===== src/rtl/ssd_pkg.sv =====
// Shared constants for the seven-segment display path: glyph patterns
// (active-low, bit order g..a), decimal-point position and capture FSM states.
package ssd_pkg;

  localparam int DP_BIT = 7;

  localparam logic [6:0] GLYPH_0     = 7'b1000000;
  localparam logic [6:0] GLYPH_1     = 7'b1111001;
  localparam logic [6:0] GLYPH_2     = 7'b0100100;
  localparam logic [6:0] GLYPH_3     = 7'b0110000;
  localparam logic [6:0] GLYPH_4     = 7'b0011001;
  localparam logic [6:0] GLYPH_5     = 7'b0010010;
  localparam logic [6:0] GLYPH_6     = 7'b0000010;
  localparam logic [6:0] GLYPH_7     = 7'b1111000;
  localparam logic [6:0] GLYPH_8     = 7'b0000000;
  localparam logic [6:0] GLYPH_9     = 7'b0010000;
  localparam logic [6:0] GLYPH_A     = 7'b0001000;
  localparam logic [6:0] GLYPH_B     = 7'b0000011;
  localparam logic [6:0] GLYPH_C     = 7'b0100111;
  localparam logic [6:0] GLYPH_D     = 7'b0100001;
  localparam logic [6:0] GLYPH_E     = 7'b0000110;
  localparam logic [6:0] GLYPH_F     = 7'b0001110;
  localparam logic [6:0] GLYPH_BLANK = 7'b1111111;

  typedef enum logic [1:0] {
    IDLE,
    TRACK,
    LOCKED
  } ssdState_e;

endpackage


===== src/rtl/ssd_glyph_decode.sv =====
// Combinational segment-pattern to hex decoder. A pattern is either one of
// the 16 hex glyphs (legal), the all-dark blank, or illegal (neither flag).
module ssd_glyph_decode
  import ssd_pkg::*;
(
  input  logic [6:0] seg,
  output logic       legal,
  output logic       blank,
  output logic [3:0] nibble
);

  // Table lookup; anything outside the glyph set clears legal
  always_comb begin
    legal  = 1'b1;
    blank  = 1'b0;
    nibble = 4'h0;
    case (seg)
      GLYPH_0:     nibble = 4'h0;
      GLYPH_1:     nibble = 4'h1;
      GLYPH_2:     nibble = 4'h2;
      GLYPH_3:     nibble = 4'h3;
      GLYPH_4:     nibble = 4'h4;
      GLYPH_5:     nibble = 4'h5;
      GLYPH_6:     nibble = 4'h6;
      GLYPH_7:     nibble = 4'h7;
      GLYPH_8:     nibble = 4'h8;
      GLYPH_9:     nibble = 4'h9;
      GLYPH_A:     nibble = 4'hA;
      GLYPH_B:     nibble = 4'hB;
      GLYPH_C:     nibble = 4'hC;
      GLYPH_D:     nibble = 4'hD;
      GLYPH_E:     nibble = 4'hE;
      GLYPH_F:     nibble = 4'hF;
      GLYPH_BLANK: begin
        legal = 1'b0;
        blank = 1'b1;
      end
      default:     legal = 1'b0;
    endcase
  end

endmodule


===== src/rtl/ssd_capture.sv =====
// Seven-segment bus capture: samples a multiplexed active-low display bus,
// waits for a digit pattern to be stable, decodes it into {dp, nibble},
// keeps a shadow of every digit and reports changes through a valid/ready port.
module ssd_capture
  import ssd_pkg::*;
#(
  parameter int NUM_DIGITS    = 4,
  parameter int STABLE_CYCLES = 16
) (
  input  logic                    clk,
  input  logic                    rst_n,
  input  logic [7:0]              SSD,
  input  logic [NUM_DIGITS-1:0]   Anode,
  output logic [5*NUM_DIGITS-1:0] DigitsOut,
  output logic [NUM_DIGITS-1:0]   DigitValid,
  output logic                    EvValid,
  input  logic                    EvReady,
  output logic [2:0]              EvIdx,
  output logic [4:0]              EvData,
  output logic                    ErrGlyph,
  output logic                    ErrOverflow,
  input  logic                    ErrClr
);

  localparam int SW = NUM_DIGITS + 8;
  localparam int CW = $clog2(STABLE_CYCLES + 1);

  logic [SW-1:0]         sample_p0;
  logic [SW-1:0]         sample_p1;
  logic [NUM_DIGITS-1:0] anodeLit;
  logic [7:0]            segP0;
  logic                  anodeOk;
  logic                  same;
  logic [2:0]            digitIdx;
  logic                  legal;
  logic                  blank;
  logic [3:0]            nibble;
  logic [4:0]            newVal;
  logic [4:0]            oldVal;
  logic                  oldValid;
  logic                  captureNow;
  logic                  raiseEv;
  logic                  glyphBad;
  logic                  evBlocked;
  ssdState_e             state;
  logic [CW-1:0]         cnt;

  // ---- stage p0: registered bus; stage p1: previous sample for comparison
  // Input pipeline is pure data and carries no reset
  always_ff @(posedge clk) begin
    sample_p0 <= {Anode, SSD};
    sample_p1 <= sample_p0;
  end

  assign anodeLit = ~sample_p0[SW-1:8];
  assign segP0    = sample_p0[7:0];
  assign same     = (sample_p0 == sample_p1);
  // Exactly one digit lit; width of Anode already excludes indices >= NUM_DIGITS
  assign anodeOk  = (anodeLit != '0) &&
                    ((anodeLit & (anodeLit - NUM_DIGITS'(1))) == '0);

  // Index of the lit digit (only meaningful when anodeOk)
  always_comb begin
    digitIdx = '0;
    for (int i = 0; i < NUM_DIGITS; i++) begin
      if (anodeLit[i]) digitIdx = 3'(i);
    end
  end

  ssd_glyph_decode uGlyph (
    .seg    (segP0[6:0]),
    .legal  (legal),
    .blank  (blank),
    .nibble (nibble)
  );

  assign newVal = {~segP0[DP_BIT], nibble};

  // Current shadow contents of the digit being captured
  always_comb begin
    oldVal   = '0;
    oldValid = 1'b0;
    for (int i = 0; i < NUM_DIGITS; i++) begin
      if (i == int'(digitIdx)) begin
        oldVal   = DigitsOut[5*i +: 5];
        oldValid = DigitValid[i];
      end
    end
  end

  // The edge that moves TRACK -> LOCKED is the capture edge
  assign captureNow = (state == TRACK) && anodeOk && same &&
                      (cnt == CW'(STABLE_CYCLES));
  assign raiseEv    = captureNow && legal && ((newVal != oldVal) || !oldValid);
  assign glyphBad   = captureNow && !legal && !blank;
  assign evBlocked  = EvValid && !EvReady;

  // Stability tracker: counter holds the number of identical samples seen
  always_ff @(posedge clk or negedge rst_n) begin
    if (!rst_n) begin
      state <= IDLE;
      cnt   <= '0;
    end else begin
      case (state)
        IDLE: begin
          if (anodeOk) begin
            state <= TRACK;
            cnt   <= CW'(1);
          end else begin
            cnt <= '0;
          end
        end
        TRACK: begin
          if (!anodeOk) begin
            state <= IDLE;
            cnt   <= '0;
          end else if (!same) begin
            cnt <= CW'(1);
          end else if (cnt == CW'(STABLE_CYCLES)) begin
            state <= LOCKED;
          end else begin
            cnt <= cnt + CW'(1);
          end
        end
        LOCKED: begin
          if (!anodeOk) begin
            state <= IDLE;
            cnt   <= '0;
          end else if (!same) begin
            state <= TRACK;
            cnt   <= CW'(1);
          end
        end
        default: begin
          state <= IDLE;
          cnt   <= '0;
        end
      endcase
    end
  end

  // ---- capture stage: shadow update, event port and sticky error flags
  always_ff @(posedge clk or negedge rst_n) begin
    if (!rst_n) begin
      DigitsOut   <= '0;
      DigitValid  <= '0;
      EvValid     <= 1'b0;
      EvIdx       <= '0;
      EvData      <= '0;
      ErrGlyph    <= 1'b0;
      ErrOverflow <= 1'b0;
    end else begin
      if (captureNow && legal) begin
        for (int i = 0; i < NUM_DIGITS; i++) begin
          if (i == int'(digitIdx)) begin
            DigitsOut[5*i +: 5] <= newVal;
            DigitValid[i]       <= 1'b1;
          end
        end
      end
      // A new event may overwrite the slot only when it is empty or being taken
      if (raiseEv && !evBlocked) begin
        EvValid <= 1'b1;
        EvIdx   <= digitIdx;
        EvData  <= newVal;
      end else if (EvValid && EvReady) begin
        EvValid <= 1'b0;
      end
      if (raiseEv && evBlocked) ErrOverflow <= 1'b1;
      else if (ErrClr)          ErrOverflow <= 1'b0;
      if (glyphBad)             ErrGlyph <= 1'b1;
      else if (ErrClr)          ErrGlyph <= 1'b0;
    end
  end

endmodule

===== config.mk =====
export PLATFORM = sky130hd
export DESIGN_NAME = ssd_capture
export DESIGN_NICKNAME = d
export VERILOG_FILES = /design/src/rtl/ssd_pkg.sv /design/src/rtl/ssd_glyph_decode.sv /design/src/rtl/ssd_capture.sv
export SDC_FILE = /design/constraint.sdc
export NUM_CORES = 1
export LEC_CHECK = 0
export CORE_ASPECT_RATIO = 0.6
export CORE_MARGIN = 10
export CORE_UTILIZATION = 30
export CTS_BUF_LIST = sky130_fd_sc_hd__clkbuf_4 sky130_fd_sc_hd__clkbuf_8
export DETAILED_ROUTE_END_ITERATION = 12
export SETUP_SLACK_MARGIN = 0.4
export SYNTH_ARGS = -nofsm -noshare
export SYNTH_HDL_FRONTEND = slang
export SYNTH_HIERARCHICAL = 1
export SYNTH_SLANG_ARGS = --single-unit

===== constraint.sdc =====
create_clock -name clk -period 6.3 [get_ports clk]
set_input_delay 0.945 -clock clk [delete_from_list [all_inputs] [get_ports clk]]
set_output_delay 0.945 -clock clk [all_outputs]
set_load 0.03 [all_outputs]

Word-level counts from Yosys, hierarchy flattened:

Index checks and enable logic that the tools add are counted.
W data, S select, Z words.

* register bits: 66
* output and inout port bits: 35

* mux-type cells: 33
* bitwise logic cells: 3
* reduce and logical (&&, ||, !) cells: 33
* add/sub/neg operators: 2
* equal/unequal tests: 29

Operators by type and width (number)
* $pmux W4 S15: 1
* $mux W5: 9
* $eq A7 B6 Y1 const B: 4
* $eq A7 B7 Y1 const B: 4
* $eq A7 B5 Y1 const B: 3
* $reduce_or A16 Y1: 1
* $pmux W5 S3: 1
* $eq A7 B2 Y1 const B: 2
* $eq A7 B4 Y1 const B: 2
* $mux W1: 13
* $eq A12 B12 Y1: 1
* $logic_and A1 B1 Y1: 12
* $mux W2: 6
* $reduce_and A2 Y1: 5
* $eq A7 B3 Y1 const B: 1
* $logic_not A7 Y1: 1
* $eq A3 B3 Y1 const A: 2
* $mux W3: 2
* $ne A3 B3 Y1 const B: 2
* $pmux W2 S3: 1
* $reduce_bool A2 Y1: 3
* $add A5 B1 Y5 const B: 1
* $eq A5 B5 Y1 const B: 1
* $logic_not A1 Y1: 5
* 17 further kinds: 17

Longest topological paths before layout:

* depth after elaboration: 14
* gate-level depth with buffers: 12
* depth with buffers taken out: 10

Cells and area by module:

The synthesis kept the hierarchy.

Modules (own cells, without submodules)
* ssd_capture: seq. area each 1506.4 µm², cells an instance 230, instances 1, area each 2817.7 µm²
* ssd_glyph_decode: seq. area each 0.0 µm², cells an instance 54, instances 1, area each 347.8 µm²

Worst setup path after synthesis:

Ideal clock, no wire load.

* path type: register to register
* from: reg sample_p0[0]
* to: reg EvData[0]
* setup time: 125 ps
* clock period less this slack: 3005 ps
* setup slack: 3295 ps
* arrival time: 2879 ps
* stages on the path, launching flop included: 12
* required time: 6175 ps
* path through: dfxtp_1 > buf_6 > or4_4 > o32a_1 > nand2_1 > clkbuf_1 > xor2_1 > o41ai_1 > o2111a_1 > o2111ai_1 > nand3b_4 > mux2_4

* word-level cells in the longest chain between the ends: 6
* elaborated cells between the ends (all ways): 27
* those cells by class: eq/ne (17); mux (2); reduce/logical (8)

Ends and longest elaborated chain
* start, declared: line ssd_capture.sv:28 `logic [SW-1:0] sample_p0;`
* start signal, assigned: line ssd_capture.sv:51 `sample_p0 <= {Anode, SSD};`
* $eq A7 B4 Y1, or another cell as far along: line ssd_glyph_decode.sv:17 `case (seg)`
* $pmux W4 S15 (*): line ssd_glyph_decode.sv:17
* named net newVal[1]: line ssd_capture.sv:38 `logic [4:0] newVal;`
* $ne A5 B5 Y1 (*): line ssd_capture.sv:94 `assign raiseEv = captureNow && legal && ((newVal != oldVal) || !oldValid);`
* $logic_or A1 B1 Y1 (*): line ssd_capture.sv:94
* $logic_and A1 B1 Y1 (*): line ssd_capture.sv:94
* $logic_and A1 B1 Y1 (*): line ssd_capture.sv:162 `if (raiseEv && !evBlocked) begin`
* end signal, assigned: line ssd_capture.sv:165 `EvData <= newVal;`
* end, declared: line ssd_capture.sv:19 `output logic [4:0] EvData,`

Mark *: on every way through the listed nets, which the timed path passes. The rest lies on a longest branch.
A chain may end at the register's enable or synchronous reset.

Worst setup path in the final report:

* from: reg sample_p0[4]
* to: reg EvData[1]

* word-level cells in the longest chain between the ends: 6
* elaborated cells between the ends (all ways): 27
* those cells by class: eq/ne (17); mux (2); reduce/logical (8)

Ends and longest elaborated chain (line)
* $eq A7 B4 Y1, or another cell as far along: ssd_glyph_decode.sv:17
* $pmux W4 S15 (*): ssd_glyph_decode.sv:17
* named net newVal[1]: ssd_capture.sv:38
* $ne A5 B5 Y1: ssd_capture.sv:94
* $logic_or A1 B1 Y1: ssd_capture.sv:94
* $logic_and A1 B1 Y1: ssd_capture.sv:94
* $logic_and A1 B1 Y1: ssd_capture.sv:162

Marked as above.

==> results.sh <==
export IMPL_status="completed"
export IMPL_cts_buffers=9
export IMPL_max_slew_margin_rel_pct=36.7
export IMPL_die_w_um=153
export IMPL_grt_use_met3_pct=5.03
export IMPL_endpoint_kind="flip-flop"
export IMPL_synth_area_top_cells="dfrtp_1, dfxtp_1, mux2_2"
export IMPL_ctsHtreeMaxLevel=3
export IMPL_period_minus_slack_ns=3.35
export IMPL_root_buffer="clkbuf_8"
export IMPL_cp_max_fo=17
export IMPL_maxCapViolCount=0
export IMPL_drcViolationCount=0
export IMPL_rsz0062_at_grt="false"
export IMPL_cts_clk_slew_worst_paths_ns=0.07
export IMPL_fillers=997
export IMPL_final_nets=344
export IMPL_fp_row_count=28
export IMPL_die_area_um2=15200
export IMPL_syn_num_nets=302
export IMPL_p_leak_nw=1.65
export IMPL_cts_tree="done"
export IMPL_ir_drop_mv=0.0908
export IMPL_antenna_found_initial=0
export IMPL_synth_area_leader_cell="dfrtp_1"
export IMPL_final_antenna_net_count=0
export IMPL_synth_seq_cells=65
export IMPL_syn_avg_cell_area_um2=11.1
export IMPL_post_synth_top_count_cell="dfrtp_1"
export IMPL_via_count=2307
export IMPL_cts_setup_buffers=0
export IMPL_n_antenna_cell=0
export IMPL_yosysSeqAreaShare_pct=47.6
export IMPL_drt_iter0_drc=247
export IMPL_avgRoutedWirePerCell_um=16.9
export IMPL_synthArstFlopShare_pct=63.1
export IMPL_cts_hold_buf=0
export IMPL_synthTopCellsByCount="dfrtp_1, dfxtp_1, xnor2_1, inv_1"
export IMPL_worst_slack_ns=2.95
export IMPL_synth_top_area_share_pct=32.4
export IMPL_drive_gt1_share_pct=16.0
export IMPL_dpl_cell_area_um2=3720
export IMPL_syn_inst=284
export IMPL_finalHoldViolations=0
export IMPL_synthesis_area_um2=3170
export IMPL_use_met1_pct=14.4
export IMPL_worstPathCellList="nor3_1, a32oi_1, o32a_1, nand2_1, xor2_1, o41ai_1, o2111a_1, o2111ai_1, nand3b_4, mux2_4"
export IMPL_overflow=0
export IMPL_cts_sinks=65
export IMPL_ios=51
export IMPL_area_growth_pct=23.5
export IMPL_max_freq_ghz=0.299
export IMPL_required_ns=6.54
export IMPL_synth_edf_count=0
export IMPL_grt_max_degree=42
export IMPL_stdcell_area_um2=3910
export IMPL_synth_ff_type="dfrtp_1"
export IMPL_grt_busiest_layer="met1"
export IMPL_clock_path_buffers=2
export IMPL_grt_pass1_wl_mm=12.9
export IMPL_die_h_um=99.6
export IMPL_clock_latency_ns=0.36
export IMPL_period_share_pct=53.1
export IMPL_cts_resized=0
export IMPL_grtUsageMet2_pct=14.3
export IMPL_dp_hpwl_mm=5.79
export IMPL_p_per_area_nw_per_um2=218
export IMPL_yosys_warnings=6
export IMPL_dr_pass1_iters=4
export IMPL_finClkSkew_ns=0.0126
export IMPL_finalSetupViolCount=0
export IMPL_crit_type="flip-flop to flip-flop"
export IMPL_start_util_pct=31.4
export IMPL_io_buffers=49
export IMPL_fin_cells=466
export IMPL_wl_mm=7.86
export IMPL_arrival_ns=3.59
export IMPL_yosysUniqueCellTypes=60
export IMPL_start_kind="flip-flop"
export IMPL_fin_setup_tns_ns=0
export IMPL_vias_per_cell=4.95
export IMPL_cpPeakStageDelay_ns=0.72
export IMPL_finalMaxSlewViolations=0
export IMPL_place_inst=450
export IMPL_grt_pass1_vias=2285
export IMPL_grt_total_usage_pct=10.6
export IMPL_design_core_area_um2=10100
export IMPL_worst_slew_pin_slew_ns=0.950
export IMPL_cpMaxStageDelayCell="dfxtp_1"
export IMPL_dp_slack_ns=3.02
export IMPL_hold_path_class="flip-flop to flip-flop"
export IMPL_gp_congestion=0.888
==> layer usage <==
metal	vias to the layer above	wire length, um	share of wire (%)
li1	1092	-	-
met1	1119	3930	50
met2	79	3230	41
met3	17	566	7.2
met4	0	135	1.7
met5	-	0	0
==> metrics by stage <==
| stage | total power, mW | utilization, % | hold slack (ns) |
|---|---|---|---|
| 6_report | 0.851 | 38.7 | 0.421 |
| 5_1_grt | 0.893 | 38.7 | 0.441 |
| 4_1_cts | 0.866 | 38.7 | 0.424 |
| 3_5_place_dp | 0.509 | 36.8 | 0.416 |
| 3_3_place_gp | 0.507 | 36.8 | 0.418 |
| 2_1_floorplan | 0.487 | - | 0.351 |
==> path summary, 6_finish.rpt <==
path,start,endpoint,slack [ns],depth (start not counted)
hold reg to reg,sample_p0[8]$_DFF_P_,sample_p1[8]$_DFF_P_,0.42,0
hold / removal,sample_p0[8]$_DFF_P_,sample_p1[8]$_DFF_P_,0.42,0
min in group asynchronous,rst_n,cnt[0]$_DFFE_PN0P_,0.72,1
setup reg to reg,sample_p0[4]$_DFF_P_,EvData[1]$_DFFE_PN0P_,2.95,10
setup / recovery,sample_p0[4]$_DFF_P_,EvData[1]$_DFFE_PN0P_,2.95,10
max in group asynchronous,rst_n,DigitsOut[8]$_DFFE_PN0P_,4.96,1
==> report_power, final <==
group / internal [mW] / total (mW) / switching [mW] / leakage [nW]
sequential: 0.424 / 0.445 / 0.0205 / 0.768
clock: 0.194 / 0.351 / 0.157 / 0.104
combinational: 0.0273 / 0.0551 / 0.0278 / 0.779
==> sequential cells by signal, summed over array words and instances (netlist names) <==
signal	count
state	2
ErrOverflow	1
DigitValid	4
sample_p1	12
cnt	5
EvValid	1
ErrGlyph	1
EvData	5
DigitsOut	20
sample_p0	12
EvIdx	2
==> cell usage in the layout (no fill, tap or decap), drive strengths merged, types with 12 or more instances in the layout <==
master         instances
clkbuf                12
clkdlybuf4s50         48
dfrtp                 41
dfxtp                 24
inv                   16
mux2                  21
mux2i                 13
nand2                 15
nor2                  12
xnor2                 19
==> layout make-up <==
cell class	count	area (um^2)	area share, %
clock buffer	12	146	3.75
clock inverter	4	45.0	1.15
inverter	16	60.1	1.54
multi-input combinational	184	1490	38.1
sequential	65	1510	38.5
tap	135	169	4.32
timing repair buffer	50	493	12.6
==> cell families (layout without fill, tap and decap cells) <==
logic type | after synthesis | count (layout) | synth area share [%]
mux | 34 | 34 | 12.3
flops | 65 | 65 | 47.6
compound gates | 37 | 37 | 9.49
other cells | 1 | 1 | 0.118
buf+inv | 35 | 82 | 5.38
simple gates | 82 | 82 | 16.6
fa+ha+maj | 2 | 2 | 0.790
xor+xnor | 28 | 28 | 7.75
==> critical path: cells and delay by family, from the launching register on <==
kind,cells,cell delay [ns]
compound gates,5,1.32
xor+xnor,1,0.23
flops,1,0.72
mux,1,0.31
simple gates,3,0.64
Note: power is estimated with default switching activity, not from simulation.
